`src/rtl/usb_nrzi_tx.sv`:
```
// rtl/usb_nrzi_tx.sv - USB LS/FS line transmitter: word handshake, bit stuffing, NRZI, timed EOP
module usb_nrzi_tx #(
    parameter int DATA_WIDTH   = 8,
    parameter int CLKS_PER_BIT = 8,
    parameter int STUFF_LEN    = 6,
    parameter int EOP_SE0_BITS = 2
) (
    input  logic                  clk,
    input  logic                  n_rst,
    input  logic [DATA_WIDTH-1:0] tx_data,
    input  logic                  tx_valid,
    input  logic                  tx_last,
    output logic                  tx_ready,
    output logic                  tx_busy,
    output logic                  tx_err,
    output logic                  d_plus,
    output logic                  d_minus
);

    localparam int CW = (CLKS_PER_BIT > 1) ? $clog2(CLKS_PER_BIT) : 1;
    localparam int BW = $clog2(DATA_WIDTH + 1);
    localparam int OW = $clog2(STUFF_LEN + 1);
    localparam int EW = (EOP_SE0_BITS > 1) ? $clog2(EOP_SE0_BITS) : 1;

    localparam logic [CW-1:0] TICK_MAX = CW'(CLKS_PER_BIT - 1);
    localparam logic [OW-1:0] ONES_MAX = OW'(STUFF_LEN);
    localparam logic [EW-1:0] SE0_MAX  = EW'(EOP_SE0_BITS - 1);

    typedef enum logic [2:0] {IDLE, SEND, STUFF, EOP_SE0, EOP_J} state_t;

    state_t                state_q, state_d;
    logic [CW-1:0]         cnt_q, cnt_d;
    logic [DATA_WIDTH-1:0] shift_q, shift_d;
    logic [BW-1:0]         bits_left_q, bits_left_d;
    logic [OW-1:0]         ones_q, ones_d;
    logic [EW-1:0]         eop_cnt_q, eop_cnt_d;
    logic [DATA_WIDTH-1:0] hold_data_q, hold_data_d;
    logic                  hold_full_q, hold_full_d;
    logic                  hold_last_q, hold_last_d;
    logic                  cur_last_q, cur_last_d;
    logic                  last_seen_q, last_seen_d;
    logic                  first_q, first_d;
    logic                  nrzi_q, nrzi_d;
    logic                  tx_err_q, tx_err_d;
    logic                  d_plus_q, d_plus_d;
    logic                  d_minus_q, d_minus_d;

    logic bit_tick, emit, accept, send_bit, data_bit, line_upd;

    assign bit_tick = (cnt_q == TICK_MAX);
    // The very first bit of a packet goes out one clock after acceptance.
    assign emit     = first_q || bit_tick;
    assign tx_ready = !hold_full_q && !last_seen_q &&
                      (state_q == IDLE || state_q == SEND || state_q == STUFF);
    assign accept   = tx_valid && tx_ready;
    assign tx_busy  = (state_q != IDLE);
    assign tx_err   = tx_err_q;
    assign d_plus   = d_plus_q;
    assign d_minus  = d_minus_q;

    always_comb begin
        state_d     = state_q;
        shift_d     = shift_q;
        bits_left_d = bits_left_q;
        ones_d      = ones_q;
        eop_cnt_d   = eop_cnt_q;
        hold_data_d = hold_data_q;
        hold_full_d = hold_full_q;
        hold_last_d = hold_last_q;
        cur_last_d  = cur_last_q;
        last_seen_d = last_seen_q;
        first_d     = first_q;
        nrzi_d      = nrzi_q;
        tx_err_d    = 1'b0;
        d_plus_d    = d_plus_q;
        d_minus_d   = d_minus_q;
        send_bit    = 1'b0;
        data_bit    = 1'b0;
        line_upd    = 1'b0;

        if (state_q == IDLE || first_q || bit_tick) begin
            cnt_d = '0;
        end else begin
            cnt_d = cnt_q + CW'(1);
        end

        case (state_q)
            IDLE: begin
                if (accept) begin
                    shift_d     = tx_data;
                    bits_left_d = BW'(DATA_WIDTH);
                    cur_last_d  = tx_last;
                    last_seen_d = tx_last;
                    ones_d      = '0;
                    first_d     = 1'b1;
                    state_d     = SEND;
                end
            end
            SEND: begin
                if (emit) begin
                    first_d = 1'b0;
                    if (bits_left_q != '0) begin
                        send_bit    = 1'b1;
                        data_bit    = shift_q[0];
                        shift_d     = shift_q >> 1;
                        bits_left_d = bits_left_q - BW'(1);
                    end else if (hold_full_q) begin
                        // Next word follows with no gap bit time.
                        send_bit    = 1'b1;
                        data_bit    = hold_data_q[0];
                        shift_d     = hold_data_q >> 1;
                        bits_left_d = BW'(DATA_WIDTH - 1);
                        hold_full_d = 1'b0;
                        cur_last_d  = hold_last_q;
                    end else begin
                        tx_err_d  = !cur_last_q;
                        state_d   = EOP_SE0;
                        eop_cnt_d = '0;
                        d_plus_d  = 1'b0;
                        d_minus_d = 1'b0;
                    end
                end
            end
            STUFF: begin
                if (emit) begin
                    nrzi_d   = !nrzi_q;
                    ones_d   = '0;
                    line_upd = 1'b1;
                    state_d  = SEND;
                end
            end
            EOP_SE0: begin
                if (bit_tick) begin
                    if (eop_cnt_q == SE0_MAX) begin
                        state_d   = EOP_J;
                        nrzi_d    = 1'b1;
                        d_plus_d  = 1'b1;
                        d_minus_d = 1'b0;
                    end else begin
                        eop_cnt_d = eop_cnt_q + EW'(1);
                    end
                end
            end
            EOP_J: begin
                if (bit_tick) begin
                    state_d     = IDLE;
                    shift_d     = '0;
                    bits_left_d = '0;
                    ones_d      = '0;
                    eop_cnt_d   = '0;
                    hold_data_d = '0;
                    hold_full_d = 1'b0;
                    hold_last_d = 1'b0;
                    cur_last_d  = 1'b0;
                    last_seen_d = 1'b0;
                end
            end
            default: state_d = IDLE;
        endcase

        if (send_bit) begin
            line_upd = 1'b1;
            if (!data_bit) begin
                nrzi_d = !nrzi_q;
                ones_d = '0;
            end else begin
                ones_d = ones_q + OW'(1);
                if (ones_q + OW'(1) == ONES_MAX) begin
                    state_d = STUFF;
                end
            end
        end

        if (line_upd) begin
            d_plus_d  = nrzi_d;
            d_minus_d = !nrzi_d;
        end

        if (accept && state_q != IDLE) begin
            hold_data_d = tx_data;
            hold_full_d = 1'b1;
            hold_last_d = tx_last;
            if (tx_last) begin
                last_seen_d = 1'b1;
            end
        end
    end

    always_ff @(posedge clk or negedge n_rst) begin
        if (!n_rst) begin
            state_q     <= IDLE;
            cnt_q       <= '0;
            shift_q     <= '0;
            bits_left_q <= '0;
            ones_q      <= '0;
            eop_cnt_q   <= '0;
            hold_data_q <= '0;
            hold_full_q <= 1'b0;
            hold_last_q <= 1'b0;
            cur_last_q  <= 1'b0;
            last_seen_q <= 1'b0;
            first_q     <= 1'b0;
            nrzi_q      <= 1'b1;
            tx_err_q    <= 1'b0;
            d_plus_q    <= 1'b1;
            d_minus_q   <= 1'b0;
        end else begin
            state_q     <= state_d;
            cnt_q       <= cnt_d;
            shift_q     <= shift_d;
            bits_left_q <= bits_left_d;
            ones_q      <= ones_d;
            eop_cnt_q   <= eop_cnt_d;
            hold_data_q <= hold_data_d;
            hold_full_q <= hold_full_d;
            hold_last_q <= hold_last_d;
            cur_last_q  <= cur_last_d;
            last_seen_q <= last_seen_d;
            first_q     <= first_d;
            nrzi_q      <= nrzi_d;
            tx_err_q    <= tx_err_d;
            d_plus_q    <= d_plus_d;
            d_minus_q   <= d_minus_d;
        end
    end

endmodule

```
`config.mk`:
```
export PLATFORM = sky130hd
export DESIGN_NAME = usb_nrzi_tx
export DESIGN_NICKNAME = d
export VERILOG_FILES = /design/src/rtl/usb_nrzi_tx.sv
export SDC_FILE = /design/constraint.sdc
export NUM_CORES = 1
export LEC_CHECK = 0
export ABC_CLOCK_PERIOD_IN_PS = 3500
export BUFFER_PORTS_ARGS = -buffer_cell sky130_fd_sc_hd__buf_2
export CAP_MARGIN = 20
export CORE_UTILIZATION = 59
export DETAILED_ROUTE_END_ITERATION = 8
export GPL_ROUTABILITY_DRIVEN = 0
export PLACE_DENSITY = 0.79
export SLEW_MARGIN = 30
export SYNTH_ARGS = -nofsm -noshare
export SYNTH_HDL_FRONTEND = slang
export SYNTH_SLANG_ARGS = --single-unit
export TNS_END_PERCENT = 100
```
`constraint.sdc`:
```
create_clock -name clk -period 3.5 [get_ports clk]
set_input_delay 0.175 -clock clk [delete_from_list [all_inputs] [get_ports clk]]
set_output_delay 0.175 -clock clk [all_outputs]
set_load 0.05 [all_outputs]
```
==> run metrics, run 1 <==
outcome finished clean; CTS root buffer clkbuf_8; unrepaired setup endpoints after global routing no; clock sink count 39; CP Class reg -> reg; min cycle time layout 2600 ps; # diodes 0; placed insts between 200 and 300; clock transition at the registers of the reported paths 70 ps; number of port buffers 16; pin count of the biggest net entering global routing 40; Post-Syn Area roughly 2200 sq um; crit path capture type flip-flop; GRT overflow 0; Max Clock Skew between 2 and 3 ps; htree depth 2; Worst Path Required approximately 3700 ps; Bufs on Longest Clock Path 2; VDD IR max between 0.2 and 0.3 mV; number of setup violations in the final report 0; Mapped Cells 226; Initial Util 0.634; Rows 21; I/O pin total 17; worst skew pair latency ~290 ps; P_sw around 170 uW; post-route ant nets 0; post-synthesis sequential area ratio 0.448; share of layout cells above drive strength 1 0.156; Worst Tran Pin Value roughly 690 ps; area fraction of the dominant cell type after synthesis 0.424; dpl ws 973 ps; Area Overhead vs Synth 8.66%; Core ar. around 3400 sq um; Post-synth EDFFs 0; CP arrival between 2000 and 3000 ps; Tot GR Track Use 0.268; Yosys reg bits 39; delay-heaviest family, CP compound AO/OA/AOI/OAI gates; drt pass-1 iters 5; worst setup margin between 900 and 1000 ps; Max Fclk between 300 and 400 MHz; syn_nets approximately 250; fin crit share 0.742; count of different cell masters after synthesis 46; Via density 6.09; Max-Slew Margin vs Limit 0.535; Vias 1760; Comb power frac 0.037; Final TNS setup 0 ps; Die Y 62.8 um; first-pass GRT wire length slightly above 8 mm; Post-CTS Resized 0; number of global-route vias before repair between 1500 and 2000; Max Slew Vio Count 0; post-route insts no fill just under 300; MaxCap Viol Count 0; pwr dens between 300 and 400 nW/um^2; hpwl dp 3.13 mm; initial antenna violation count 0; CP bufs+invs 0; Post-Route WL about 4.6 mm; Num CTS Buffers 5; asr flop ratio synth 1.00; Cell Chain, Critical Path ha_1 -> ha_1 -> nor2_1 -> o21ai_0 -> o2111ai_1 -> a21o_1 -> mux2_2; die area between 3000 and 4000 sq um; Post-Syn Area per Cell ~9.7 sq um; Die X approximately 63 um; final hold viol count 0; # hold bufs at CTS 0; P_int just over 600 uW; worst hold path class in -> reg; CP max stage delay roughly 420 ps; postcts setup bufs 0; Reg power frac 0.588; worst-path fanout max 11; synth top area cells dfrtp_1 42%, o21ai_0 6.0%, mux2i_1 4.1%, nand2_1 4.1%, a22o_1 4.0%; Top FF cell, synth dfrtp_1; Power, Total roughly 780 uW; CTS tree built; DRC viols 0; 1st-iter DRT viols 142; Synth Warn # 0; Sw Ratio 0.222; Wirelength per Cell 15.9 um; critical path's slowest cell a21o_1; Worst setup SP type flip-flop; area leader, netlist dfrtp_1; Leak roughly 0.0012 uW; Clock Power Share 0.374; CP most frequent cell ha_1; fin nets between 200 and 300
## per-layer routing
metal  vias to the layer above  share of wire  global-route usage
met5                         -              0                   0
met4                         0          0.014              0.0872
met3                         8          0.081              0.0785
met2                        87           0.45               0.402
met1                       816           0.45               0.370
li1                        849              -                   -
## stage by stage
step           area (sq um)   util  hold WS [ps]
2_1_floorplan          2180      -          -121
4_1_cts                2360  0.685          19.3
6_report               2370  0.689           117
5_1_grt                2370  0.689           114
3_3_place_gp           2270  0.659           330
3_5_place_dp           2280  0.662           334
## state kept, by name (all words and copies together) (netlist names)
register,count
hold_data_q,8
shift_q,8
bits_left_q,4
cnt_q,3
ones_q,3
state_q,3
cur_last_q,1
d_minus,1
d_plus,1
eop_cnt_q,1
first_q,1
hold_full_q,1
hold_last_q,1
last_seen_q,1
nrzi_q,1
tx_err,1
## layout by cell type (no fill, tap or decap), drive strengths merged, types with 8 or more instances in the layout
cell type,instances
nand2,24
buf,18
dfrtp,37
nor2,22
mux2,9
o21ai,27
mux2i,9
a22o,10
inv,8
a21oi,11
## cell usage after synthesis, types with 2 or more instances
library cell	count
dfrtp_1	37
o21ai_0	26
nand2_1	24
nor2_1	22
a21oi_1	11
a22o_1	10
mux2i_1	9
inv_1	8
ha_1	7
mux2_2	7
nand2b_1	6
buf_2	5
nor3_1	4
buf_6	3
nor4_1	3
a21o_1	2
a31oi_1	2
and2_1	2
and3_1	2
clkbuf_1	2
dfstp_2	2
nor3b_1	2
o2111ai_1	2
o21bai_1	2
o22ai_1	2
o32ai_1	2
or3b_1	2
xor2_1	2
## worst paths after layout
check,from,end,cells past startpoint,slack (ps)
min in group asynchronous,n_rst,bits_left_q[2],2,380
min,tx_data[2],hold_data_q[2],2,120
max,cnt_q[0],shift_q[6],7,900
max in group asynchronous,n_rst,d_plus,2,2750
max reg2reg,cnt_q[0],shift_q[6],7,900
min reg2reg,cur_last_q,tx_err,1,430
## power groups by stage
stage / combinational [uW] / clock (uW) / sequential [uW]
6_report: 29.1 / 293 / 460
5_1_grt: 33.7 / 319 / 461
4_1_cts: 28.7 / 297 / 460
3_5_place_dp: 28.5 / 0 / 469
3_3_place_gp: 27.8 / 0 / 469
2_1_floorplan: 10.4 / 0 / 468
## kinds of logic (layout without fill, tap and decap cells)
group                      after synthesis  after routing  share of synthesized area
and+or+nand+nor                         72             72                      0.161
adders and majority gates                7              7                     0.0401
xor gates and xnor gates                 3              3                     0.0120
DFF                                     39             39                      0.448
buffers and inverters                   18             35                     0.0442
AOI/OAI and AO/OA                       69             69                      0.205
muxes                                   18             18                     0.0895
## layout make-up
type	instances	area, sq um
Multi-Input combinational cell	169	1120
Fill cell	281	1070
Sequential cell	39	978
Timing Repair Buffer	19	108
Clock buffer	7	76.3
Tap cell	46	57.6
Inverter	8	30.0
Clock inverter	1	5.00
(Power assumes the default switching activity.)
==> inputs of run 2 (changes only) <==
Settings changed: ABC_CLOCK_PERIOD_IN_PS 3500 to 2260, CORE_UTILIZATION 59 to 53, PLACE_DENSITY 0.79 to 0.75.
Clock period 3.5 ns to 2.26 ns, I/O delays scaled along.
==> run 2 against run 1 <==
Count of clock-buffer cells in the layout decreased by 2. Cell count is 4.8% higher. Utilization shrank 3.2 points. Fmax grew 21%. Register-to-register slack worse by 800 ps. Highest routed layer unchanged.
==> run metrics, run 2 (synthesized netlist as in run 1, its figures left out) <==
1st-iter DRT viols 102 (-28%); Leak 0.00125 uW (+6.7%); Tot GR Track Use 0.247 (-0.0201); Worst setup startpoint bits_left_q[0]; Initial Util 0.574 (-0.0595); Num CTS Buffers 5 (unchanged); CP Class reg -> reg; outcome finished clean; VDD IR max 0.402 mV (+57%); unrepaired setup endpoints after global routing no; hpwl dp 3.38 mm (+8.0%); CTS tree built; number of global-route vias before repair 1750 (+4.6%); postcts setup bufs 0 (unchanged); Fill cells 324 (+15%); Reg power frac 0.531 (-0.057); highest-count cells in the layout ignoring fill and taps 37 x dfrtp_1, 26 x o21ai_0, 24 x nand2_1; Comb power frac 0.033 (-0.004); die area 4380 sq um (+11%); Power, Total 1340 uW (+72%); GRT overflow 0 (unchanged); final hold viol count 0 (unchanged); Vias 1789 (+1.6%); Hold Path Origin tx_data[7]; worst skew pair latency 300 ps (about the same); CTS root buffer clkbuf_8; Max-Slew Margin vs Limit 0.446 (-0.0894); dpl ws 127 ps (-846 ps); CP arrival 2340 ps (-430 ps); Post-Route WL 4.80 mm (+4.8%); Clock Power Share 0.436 (+0.062); htree depth 2 (unchanged); I/O pin total 17 (unchanged); share of layout cells above drive strength 1 0.212 (+0.0554); min cycle time layout 2150 ps (-443 ps); Wirelength per Cell 15.8 um (about the same); Max Clock Skew 3.91 ps (+1.01 ps); P_int 1050 uW (+73%); Bufs on Longest Clock Path 2 (unchanged); # diodes 0 (unchanged); first-pass GRT wire length 8.02 mm (-1.8%); biggest regs hold_data_q x8, shift_q x8, bits_left_q x4; Core ar. 3800 sq um (+10%); number of setup violations in the final report 0 (unchanged); drt pass-1 iters 4 (-1); clock transition at the registers of the reported paths 80 ps (about the same); crit path capture type flip-flop; worst setup margin 107 ps (-797 ps); P_sw 289 uW (+66%); DRC viols 0 (unchanged); Worst setup SP type flip-flop; pin count of the biggest net entering global routing 40 (unchanged); Area Overhead vs Synth 14.3%; fin crit share 0.953 (+0.211); Die Y 66.2 um (+5.3%); fin nets 273 (+4.6%); pwr dens 538 nW/um^2 (+63%); Final TNS setup 0 ps (unchanged); commonest non-fill, non-tap cell in the layout dfrtp_1; clock sink count 39 (unchanged); Worst Tran Pin Value 831 ps (+139 ps); Max Fclk 464 MHz (+21%); initial antenna violation count 0 (unchanged); Rows 22 (+4.8%); Die X 66.2 um (+5.3%); Worst Path Required 2440 ps (-1240 ps); Max Slew Vio Count 0 (unchanged); MaxCap Viol Count 0 (unchanged); reg-to-reg startpoint bits_left_q[0]; Via density 5.90 (-3.0%); Sw Ratio 0.215 (-0.00707); number of port buffers 16 (unchanged); worst-path fanout max 9 (-2); post-route ant nets 0 (unchanged); worst hold path class in -> reg
==> run 2: cell count changes in the layout (fill, tap and decap cells not counted) <==
cell and change:
buf_4 +11, clkbuf_1 -2, nor4_2 +2, buf_2 +1
bufinv_16 +1, clkinv_4 +1, nor3b_1 -1, nor3b_2 +1
nor4_1 -1, nor4_4 -1
==> run 2: what timing repair did <==
action,in CTS,in global routing
hold endpoints to repair,37,0
setup endpoints to repair,0,2
gates resized for setup,0,1
hold buffers,1,0
==> run 2: per-stage QoR <==
step                cell area (sq um)  hold WS (ps)  instances   util
detailed placement               2370           271        294  0.623
finish                           2490          54.3        303  0.657
CTS                              2490          52.3        303  0.655
global route                     2490          49.5        303  0.657
floorplan                        2190          -183        226      -
global placement                 2370           269        294  0.623
==> run 2: metal layers <==
| metal | wire [um] | global-route usage | share of wire |
|---|---|---|---|
| met3 | 252 | 0.0552 | 0.052 |
| met4 | 55 | 0.0851 | 0.011 |
| met5 | 0 | 0 | 0 |
| met2 | 2230 | 0.397 | 0.46 |
| met1 | 2270 | 0.329 | 0.47 |
==> run 2: area by class of cell <==
class / instances / area (sq um) / area share
Sequential cell: 39 / 978 / 0.392
Clock inverter: 3 / 43.8 / 0.0176
Timing Repair Buffer: 31 / 195 / 0.0782
Inverter: 8 / 30.0 / 0.0120
Tap cell: 48 / 60.1 / 0.0241
Clock buffer: 5 / 68.8 / 0.0276
Multi-Input combinational cell: 169 / 1120 / 0.448
==> run 2: critical path, stage by stage (launching register included) <==
cell and delay (ps):
dfrtp_1 380, inv_1 110, ha_1 240, nor4b_2 340, buf_4 200, a21o_1 380
mux2_2 390
==> run 2: final timing paths <==
path                                  endpoint  slack, ps  depth (start not counted)
worst max-delay path                shift_q[1]        110                          6
worst min-delay path            hold_data_q[7]         50                          2
worst max register to register      shift_q[1]        110                          6
worst min register to register          tx_err        420                          1
max in group asynchronous            ones_q[0]       1280                          2
min in group asynchronous             cnt_q[0]        450                          2
==> run 2: power groups by stage <==
stage          sequential [uW]  clock (uW)  combinational, uW
2_1_floorplan              724           0               16.1
3_3_place_gp               726           0               43.8
3_5_place_dp               726           0               44.3
4_1_cts                    712         592               46.0
5_1_grt                    713         625               51.2
6_report                   712         586               44.5
==> inputs of run 3 (changes only) <==
Settings changed: ABC_AREA set to 1, CORE_MARGIN set to 5, CORE_UTILIZATION 53 to 56, CTS_BUF_LIST set to sky130_fd_sc_hd__clkbuf_8, PLACE_DENSITY 0.75 to 0.78.
==> run 3 against run 2 <==
Clock skew rose by 6.7 ps. Utilization shrank 0.64 points. Worst hold slack gained 24 ps. Global-route usage shrank 4.6 points. Combinational power shrank 27%. Sequential share of layout area is 1.9 points higher. Total power is 6.0% higher. Critical path depth grew 3. Critical path type unchanged. Critical endpoint is now shift_q[7].
==> run metrics, run 3 <==
outcome finished clean; Tot GR Track Use 0.201 (-0.0463); Bufs on Longest Clock Path 2 (unchanged); GRT overflow 0 (unchanged); reg2reg path depth 9 (+3); final hold viol count 0 (unchanged); Leak 0.00114 uW (-8.9%); number of port buffers 16 (unchanged); fin nets 309 (+13%); Synth top cells by count 63 x nand2_1, 37 x dfrtp_1, 29 x inv_1; Num CTS Buffers 5 (unchanged); MaxCap Viol Count 0 (unchanged); P_int 1150 uW (+9.1%); Clock Power Share 0.487 (+0.051); Mapped Cells 269 (+19%); Die X 71.4 um (+7.9%); synth top area cells dfrtp_1 44%, nand2_1 11%, nand3_1 6.4%, o21ai_1 5.7%, inv_1 5.2%; I/O pin total 17 (unchanged); pwr dens 597 nW/um^2 (+11%); Final Core Density 0.650 (-0.00641); Worst setup endpoint shift_q[7]; placed insts 330 (+12%); CTS root buffer clkbuf_8; count leader, synth nand2_1; crit path capture type flip-flop; clock sink count 39 (unchanged); unrepaired setup endpoints after global routing no; Design Area, Final 2380 sq um (-4.6%); Max Clock Skew 10.6 ps (+6.65 ps); CP arrival 2190 ps (-150 ps); Sw Ratio 0.192 (-0.0236); fin crit share 0.874 (-0.0786); first-pass GRT wire length 8.10 mm (+1.0%); share of layout cells above drive strength 1 0.155 (-0.0571); number of setup violations in the final report 0 (unchanged); Worst Path Required 2470 ps (+30 ps); Core ar. 3660 sq um (-3.6%); area leader, netlist dfrtp_1; reg-to-reg startpoint cnt_q[0]; r2r setup slk 280 ps (+180 ps); syn_nets 288 (+18%); Post-Route WL 4.76 mm (-0.85%); clock transition at the registers of the reported paths 80 ps (about the same); number of global-route vias before repair 1762 (+0.69%); biggest regs hold_data_q x8, shift_q x8, bits_left_q x4; Comb power frac 0.023 (-0.010); Worst setup startpoint cnt_q[0]; 1st-iter DRT viols 130 (+27%); Post-Syn Area per Cell 7.85 sq um (-19%); CP Class reg -> reg; htree depth 2 (unchanged); die area 5100 sq um (+16%); Max Fclk 506 MHz (+9.0%); Rows 22 (unchanged); count of different cell masters after synthesis 27 (-41%); Final TNS setup 0 ps (unchanged); Die Y 71.4 um (+7.9%); Post-synth EDFFs 0 (unchanged); Area Overhead vs Synth 12.8%; P_sw 272 uW (-5.7%); Max Slew Vio Count 0 (unchanged); Yosys reg bits 39 (unchanged); min cycle time layout 1980 ps (-178 ps); pin count of the biggest net entering global routing 40 (unchanged); Synth Warn # 0 (unchanged); asr flop ratio synth 1.00 (unchanged); Vias 1849 (+3.4%); Reg power frac 0.490 (-0.041); CTS tree built; post-route insts no fill 339 (+12%); post-synthesis sequential area ratio 0.464 (+0.0152); worst skew pair latency 300 ps (about the same); # diodes 0 (unchanged); initial antenna violation count 0 (unchanged); Top FF cell, synth dfrtp_1; Wirelength per Cell 14.0 um (-11%); DP Area 2230 sq um (-5.8%); commonest non-fill, non-tap cell in the layout nand2_1; drt pass-1 iters 4 (unchanged); hpwl dp 3.43 mm (+1.4%); Post-Syn Area 2110 sq um (-3.3%); area fraction of the dominant cell type after synthesis 0.439 (+0.0143); highest-count cells in the layout ignoring fill and taps 63 x nand2_1, 37 x dfrtp_1, 29 x inv_1; worst hold path class in -> reg; Via density 5.45 (-7.6%); worst-path fanout max 24 (+15); Worst Tran Pin Value 837 ps (+6.00 ps); Max-Slew Margin vs Limit 0.442 (-0.00400); Initial Util 0.577 (+0.00211); VDD IR max 0.597 mV (+49%); post-route ant nets 0 (unchanged); DRC viols 0 (unchanged); reg2reg end shift_q[7]; Worst setup SP type flip-flop
[run 3: changes by cell type after synthesis, sizes merged, moves of 9 or more]
cell   change
o21ai     +13
nand3     +27
mux2i      -9
mux2       -9
nand2     +40
a22o      -10
inv       +28
[run 3: power groups by stage]
stage,Sequential (uW),Combinational (uW),Clock (uW)
after floorplan,711,6.52,0
after global placement,711,31.8,0
after detailed placement,711,32.0,0
after CTS,697,33.3,695
after global routing,697,37.4,723
final,697,32.6,692
[run 3: logic make-up (layout without fill, tap and decap cells)]
logic type               Yosys count  count (layout)  synth area share
AND/OR/NAND/NOR                  123             123             0.254
adder cells (fa/ha/maj)            7               7            0.0415
buffers and inverters             41              63            0.0806
XOR/XNOR                           2               2           0.00830
flip-flops                        39              39             0.464
AO/OA/AOI/OAI                     57              57             0.152
[run 3: cell type report]
cell class / count / area, sq um
fill: 326 / 1280
clock buffer: 5 / 68.8
clock inverter: 3 / 67.6
sequential: 39 / 978
multi-input combinational: 189 / 966
tap: 48 / 60.1
timing repair buffer: 19 / 105
inverter: 36 / 135
[run 3: worst min path at each step]
stage	to	start	slack, ps	cells past startpoint
global route	hold_data_q[3]	tx_data[3]	90	3
CTS	hold_data_q[3]	tx_data[3]	70	3
global placement	hold_data_q[6]	n_rst	260	1
finish	hold_data_q[3]	tx_data[3]	80	3
floorplan	bits_left_q[0]	n_rst	-180	0
detailed placement	hold_data_q[6]	n_rst	260	1
[run 3: metrics by stage]
step                hold slack, ps  worst slack [ps]  power [uW]
floorplan                     -183               475         718
global placement               257               370         743
detailed placement             262               233         743
CTS                           74.5               186        1430
global route                  88.9              99.4        1460
finish                        78.4               284        1420
[run 3: metal layers]
metal  share of wire  vias up  wire length, um  track usage
met5               0        -                0            0
met1            0.46      851             2180        0.285
met2            0.48       59             2270        0.313
met4           0.012        0               55       0.0626
met3           0.055        4              261       0.0379
li1                -      935                -            -
[run 3: worst max-delay path, cell delays in order (launching register included)]
cell	delay, ps
dfrtp_1	390
ha_1	220
ha_1	210
nor2_1	200
inv_1	140
o21ai_2	260
nor2_4	80
nand2_4	210
nand2_1	100
o21ai_1	90
[run 3: what timing repair did]
item	4_1_cts	5_1_grt
gates resized for setup	0	1
endpoints found under the hold margin	37	0
setup endpoints to repair	0	1
hold buffers	1	0
setup buffers	0	0
